<file path="config.mk">
export PLATFORM = sky130hd
export DESIGN_NAME = hangman_controller
export DESIGN_NICKNAME = d
export VERILOG_FILES = /design/src/rtl/hangman_controller.sv
export SDC_FILE = /design/constraint.sdc
export NUM_CORES = 1
export LEC_CHECK = 0
export ABC_AREA = 1
export CELL_PAD_IN_SITES_DETAIL_PLACEMENT = 1
export CELL_PAD_IN_SITES_GLOBAL_PLACEMENT = 1
export CORE_MARGIN = 3
export CORE_UTILIZATION = 20
export CTS_CLUSTER_DIAMETER = 30
export CTS_CLUSTER_SIZE = 16
export DETAILED_ROUTE_END_ITERATION = 6
export GPL_ROUTABILITY_DRIVEN = 0
export PLACE_DENSITY = 0.85
export SETUP_SLACK_MARGIN = 0.1
export SYNTH_ARGS = -nofsm -noshare
export SYNTH_HDL_FRONTEND = slang
export SYNTH_SLANG_ARGS = --single-unit
</file>
<file path="constraint.sdc">
create_clock -name clk -period 1.1 [get_ports clk]
set_input_delay 0.11 -clock clk [delete_from_list [all_inputs] [get_ports clk]]
set_output_delay 0.11 -clock clk [all_outputs]
set_load 0.1 [all_outputs]
</file>
<file path="src/rtl/hangman_controller.sv">
// Moore FSM sequencing the blind-hangman datapath: init, word pick, guess capture, hit/miss, win/lose.
// Latency: outputs decoded from state only; a guess takes 5 cycles from WAIT_CHAR back to WAIT_CHAR.
// Backpressure: none; char_valid is dropped outside WAIT_CHAR, new_game is dropped outside DONE.
module hangman_controller (
    input  logic       clk,
    input  logic       reset,
    input  logic [4:0] input_char_eq_word,
    input  logic       guessed_letters_is_done,
    input  logic       tries_is_zero,
    input  logic       char_valid,
    input  logic       new_game,
    output logic       s_tries,
    output logic       en_tries,
    output logic [2:0] s_guessed_letters,
    output logic [2:0] en_guessed_letters,
    output logic       en_word_index,
    output logic       en_input_char,
    output logic       s_win,
    output logic       en_win,
    output logic       s_lose,
    output logic       en_lose
);

    // State encoding; codes 12..15 are unreachable and fall back to INIT
    localparam logic [3:0] ST_INIT       = 4'd0;
    localparam logic [3:0] ST_GEN_WORD   = 4'd1;
    localparam logic [3:0] ST_WAIT_CHAR  = 4'd2;
    localparam logic [3:0] ST_LOAD_CHAR  = 4'd3;
    localparam logic [3:0] ST_COMPARE    = 4'd4;
    localparam logic [3:0] ST_HIT        = 4'd5;
    localparam logic [3:0] ST_MISS       = 4'd6;
    localparam logic [3:0] ST_CHECK_WIN  = 4'd7;
    localparam logic [3:0] ST_CHECK_LOSE = 4'd8;
    localparam logic [3:0] ST_WIN        = 4'd9;
    localparam logic [3:0] ST_LOSE       = 4'd10;
    localparam logic [3:0] ST_DONE       = 4'd11;

    // Guessed-mask operation codes
    localparam logic [2:0] GL_CLEAR = 3'd0;
    localparam logic [2:0] GL_OR    = 3'd1;
    localparam logic [2:0] GL_WRITE = 3'b001;
    localparam logic [2:0] GL_HOLD  = 3'b000;

    logic [3:0] r_state;
    logic [3:0] w_next_state;
    logic       w_hit;

    // Any matching position makes the latched letter a hit, repeats included
    assign w_hit = |input_char_eq_word;

    // State register; reset takes priority over every transition
    always_ff @(posedge clk) begin
        if (reset) begin
            r_state <= ST_INIT;
        end else begin
            r_state <= w_next_state;
        end
    end

    // Next-state selection from current state and datapath status
    always_comb begin
        w_next_state = ST_INIT;
        case (r_state)
            ST_INIT:       w_next_state = ST_GEN_WORD;
            ST_GEN_WORD:   w_next_state = ST_WAIT_CHAR;
            ST_WAIT_CHAR:  w_next_state = char_valid ? ST_LOAD_CHAR : ST_WAIT_CHAR;
            ST_LOAD_CHAR:  w_next_state = ST_COMPARE;
            ST_COMPARE:    w_next_state = w_hit ? ST_HIT : ST_MISS;
            ST_HIT:        w_next_state = ST_CHECK_WIN;
            ST_MISS:       w_next_state = ST_CHECK_LOSE;
            ST_CHECK_WIN:  w_next_state = guessed_letters_is_done ? ST_WIN : ST_WAIT_CHAR;
            ST_CHECK_LOSE: w_next_state = tries_is_zero ? ST_LOSE : ST_WAIT_CHAR;
            ST_WIN:        w_next_state = ST_DONE;
            ST_LOSE:       w_next_state = ST_DONE;
            ST_DONE:       w_next_state = new_game ? ST_INIT : ST_DONE;
            default:       w_next_state = ST_INIT;
        endcase
    end

    // Moore output decode: every strobe defaults low and is raised only in its own state
    always_comb begin
        s_tries            = 1'b0;
        en_tries           = 1'b0;
        s_guessed_letters  = GL_CLEAR;
        en_guessed_letters = GL_HOLD;
        en_word_index      = 1'b0;
        en_input_char      = 1'b0;
        s_win              = 1'b0;
        en_win             = 1'b0;
        s_lose             = 1'b0;
        en_lose            = 1'b0;
        case (r_state)
            ST_INIT: begin
                // Load tries with 7, clear the mask, and clear both result flags
                s_tries            = 1'b1;
                en_tries           = 1'b1;
                s_guessed_letters  = GL_CLEAR;
                en_guessed_letters = GL_WRITE;
                en_win             = 1'b1;
                en_lose            = 1'b1;
            end
            ST_GEN_WORD: begin
                en_word_index = 1'b1;
            end
            ST_LOAD_CHAR: begin
                en_input_char = 1'b1;
            end
            ST_HIT: begin
                s_guessed_letters  = GL_OR;
                en_guessed_letters = GL_WRITE;
            end
            ST_MISS: begin
                // s_tries stays 0 so the tries mux selects the decrement path
                en_tries = 1'b1;
            end
            ST_WIN: begin
                s_win  = 1'b1;
                en_win = 1'b1;
            end
            ST_LOSE: begin
                s_lose  = 1'b1;
                en_lose = 1'b1;
            end
            default: begin
            end
        endcase
    end

endmodule

</file>
* Word level (Yosys, flattened, before mapping)
Index checks and enable logic that the tools add are counted.
Word-level totals: flip-flop bits (word level) 4, input bits 11, output and inout port bits 14, word-level logic and storage cells 35
Operators by class: eq/ne operators 11, mux-type cells 16, reductions and logical operators 7
Operator list (count):
- 4-bit case mux with 11 select lines | 1
- 4-bit by 3-bit equality test with 1-bit output, second input constant | 4
- 4-bit equality test, second input constant | 4
- 4-bit 2-to-1 mux | 3
- 1-bit 2-to-1 mux | 11
- 2-bit OR reduction | 5
- 4-bit by 2-bit equality test with 1-bit output, second input constant | 2
- 5-bit OR reduction | 1
- 4-bit by 1-bit equality test with 1-bit output, second input constant | 1
- 4-bit zero test | 1
- 2-bit 2-to-1 mux | 1

* Depth between registers and ports, before layout
depth after elaboration 3, mapped depth 8, mapped depth without buffers 8

* Worst setup path before layout
Ideal clock, no wire load.
path type register -> output, start register r_state[3], end output en_lose, arrival 2.710 ns, required time 0.990 ns, path slack -1.720 ns, cell stages (with the launch flop) 5, buffers on the path 0, cell sequence dfxtp_1 inv_2 nor2_1 inv_1 o21ai_0
On the way: word-level cells in the longest chain between the ends 3, elaborated cells on any way between the ends 4, classes of those cells eq/ne: 1; mux: 1; reduce/logical: 2
Ends and longest elaborated chain:
- from (decl) | line 44 | logic [3:0] r_state;
- from (signal assigned) | line 56 | r_state <= w_next_state;
- 4-bit equality test / 4-bit zero test (equally long branches) | line 92 | case (r_state)
- 2-bit OR reduction (no line) *
- 1-bit 2-to-1 mux * | line 92
- to (decl) | line 21 | output logic en_lose
Every way passes the cells marked *; elsewhere a longest branch is shown, timed or not.

* Worst setup path after layout
start register r_state[3], end output en_tries
On the way: word-level cells in the longest chain between the ends 3, elaborated cells on any way between the ends 4, classes of those cells eq/ne: 1; mux: 1; reduce/logical: 2
Ends and longest elaborated chain:
- 4-bit by 3-bit equality test with 1-bit output / 4-bit zero test (equally long branches) | line 92
- 2-bit OR reduction (no line) *
- 1-bit 2-to-1 mux * | line 92
- to (decl) | line 13 | output logic en_tries,
Marks and branches as above.

==> metrics.md <==
| Metric | Value |
|---|---|
| Reg with most FFs | `r_state` |
| DR pass1 iterations | `4` |
| Average cell area after synthesis | `5.19 um2` |
| Final-report hold violation count | `0` |
| Crit-path max cell delay | `0.35 ns` |
| Final ANT Viol Nets | `0` |
| Adder-cell area share of the yosys netlist | `0%` |
| Drt drc | `0` |
| NumNets Final | `128` |
| Simple-Gate Fraction of Synth Area | `48.2%` |
| Mapped Cells | `73` |
| Clock skew | `0.00363 ns` |
| Worst Path Arrival | `1.26 ns` |
| Final setup violating endpoints | `14` |
| Vias in the first global route | `760` |
| Final-report max-slew violation count | `0` |
| Distinct cells, synth | `13` |
| Final period util | `125%` |
| ANT cells | `0` |
| Syn-to-layout area delta | `210%` |
| Hold-critical path depth | `2` |
| CP Cell Sequence | `inv_6 > nand2_4 > buf_4 > o21ai_4 > buf_12` |
| Largest family of logic cells by synthesized area | `simple AND/OR/NAND/NOR gates` |
| Worst reg2reg path depth | `10` |
| Global route overflow | `0` |
| Mux cell area share after synthesis | `0%` |
| Mapped Area | `379 um2` |
| Flop-to-flop setup slack | `-0.15 ns` |
| Initial antenna violation count | `0` |
| Yosys warns | `0` |
| Global-route wire length before repair | `3910 um` |
| Avg Vias per Cell | `4.61` |
| Largest net degree at the start of global routing | `7` |
| CTS Hold Bufs | `0` |
| Root Buffer | `clkbuf_4` |
| Worst Path Required | `0.99 ns` |
| I/O Buffers | `20` |
| Avg WL per Cell | `18.7 um` |
| Routed wire length | `2610 um` |
| Clock Latency Late Sink | `0.23 ns` |
| Biggest regs | `r_state x4` |
| Routed vias | `645` |
| Violated checks | `negative setup slack` |
| Die X | `49.5 um` |
| Maximum fanout along the worst path | `5` |
| Cts bufs inserted | `3` |
| Worst setup margin | `-0.270 ns` |
| Critical R2R Capture | `r_state[1]$_SDFF_PP0_` |
| Synth Area in Compound Gates | `6.93%` |
| Hpwl dp | `1630 um` |
| GR Util All Layers | `21.6%` |
| Final Non-Filler Cells | `140` |
| Critical path class | `flip-flop to output pin` |
| XOR/XNOR share of the synthesized area | `0%` |
| Initial core utilization | `21.5%` |
| Worst Hold End | `r_state[0]$_SDFF_PP0_` |
| Peak Freq | `0.730 GHz` |
| Status | `complete, but fails checks` |
| Seq cells post-synth | `4` |
| CP Launch Type | `flip-flop` |
| Hold Path Class | `input pin to flip-flop` |
| Clock period minus worst slack | `1.37 ns` |
| Sinks on Clock Net | `4` |
| Clock transition at path regs | `0.04 ns` |
| Register area share after synthesis | `21.1%` |
| Final setup TNS | `-2.58 ns` |
| Worst-case clock buffer depth | `2` |
| RSZ-0062 raised after global routing | `yes` |
| Initial DRC Count | `3` |
| DIE HEIGHT | `49.5 um` |
| Reg2Reg Launch Point | `r_state[3]$_SDFF_PP0_` |
| Hold path startpoint | `reset` |
| Number of flip-flops under the largest register name | `4` |
| Filler instances | `215` |
| Ports | `25` |
| Worst path slowest cell | `dfxtp_4` |
| TritonCTS clock tree | `built` |
| Share of cells above drive strength 1 | `66.1%` |
| Placement row count | `15` |
| Maxcap violations | `0` |
| CP endpoint kind | `output pin` |
| H-tree lvl count | `1` |
| Core Footprint | `1760 um2` |
| Dpl cells | `129` |
| Die area | `2450 um2` |
## final cells by class
cell class              count  area, um2  share of cell area (%)
well taps                  25       31.3                    2.67
clock buffers               3       22.5                    1.92
multi-input cells          53        442                    37.6
repair buffers             40        497                    42.3
inverters                  15       86.3                    7.36
flip-flops and latches      4       95.1                    8.10
## metal layers
layer | share of wire [%] | routed length, um | GRT usage (%) | vias to the layer above
met4 | 3.5 | 91 | 12.9 | 0
met3 | 3.4 | 88 | 1.81 | 8
li1 | - | - | - | 300
met5 | 0 | 0 | 0 | -
met2 | 54 | 1410 | 42.5 | 23
met1 | 39 | 1020 | 21.3 | 314
## cells by family (layout without fill, tap and decap cells)
logic type             after synthesis  count (layout)
buffers and inverters               19              58
and+or+nand+nor                     44              44
DFF                                  4               4
other                                1               4
AOI/OAI and AO/OA                    5               5
## Yosys cell counts
cell type	instances	area, um2
nand2_1	14	52.6
buf_4	4	30.0
a21oi_1	1	5.00
nand3_1	11	55.1
inv_2	1	3.75
nor3_1	1	5.00
dfxtp_1	4	80.1
o22ai_1	1	6.26
o21ai_0	3	15.0
conb_1	1	3.75
nand2_2	1	6.26
inv_1	14	52.6
nor2_1	17	63.8
## worst max path at each step
stage	slack, ns	end	from	depth (start not counted)
floorplan	-0.17	r_state[2]$_SDFF_PP0_	r_state[3]$_SDFF_PP0_	5
global placement	-0.06	r_state[1]$_SDFF_PP0_	r_state[0]$_SDFF_PP0_	8
detailed placement	-0.16	r_state[1]$_SDFF_PP0_	input_char_eq_word[3]	6
CTS	-0.25	en_win	r_state[0]$_SDFF_PP0_	5
global route	-0.30	s_tries	r_state[0]$_SDFF_PP0_	4
finish	-0.27	en_tries	r_state[3]$_SDFF_PP0_	5
## critical path: cells and delay by family, from the launching register on
family	cells	cell delay [ns]
AOI/OAI and AO/OA	1	0.16
buffers and inverters	3	0.44
DFF	1	0.35
and+or+nand+nor	1	0.06
## metrics by stage
| step | utilization (%) | hold slack [ns] | worst slack [ns] | area, um2 |
|---|---|---|---|---|
| detailed placement | 52.6 | 0.704 | -0.163 | 928 |
| global placement | 52.6 | 0.682 | -0.0626 | 928 |
| CTS | 61.4 | 0.483 | -0.248 | 1080 |
| global route | 66.5 | 0.523 | -0.300 | 1170 |
| finish | 66.5 | 0.501 | -0.270 | 1170 |
| floorplan | - | 0.172 | -0.175 | 524 |
## timing repair
item | CTS | global route
setup buffers | 7 | 3
cloned | 0 | 0
pin swaps | 15 | 20
gates resized for setup | 24 | 22
endpoints found under the setup margin | 14 | 14
## cell usage in the layout (no fill, tap or decap), drive strengths merged
master / instances
buf: 30
nor2: 17
nand2: 15
inv: 13
nand3: 11
clkdlybuf4s50: 10
conb: 4
dfxtp: 4
o21ai: 3
clkbuf: 3
clkinvlp: 2
a21oi: 1
nor3: 1
o22ai: 1
Power is left out: the tool's default activity adds up to more than one toggle a clock period on the data nets, which glitch-free logic cannot reach.
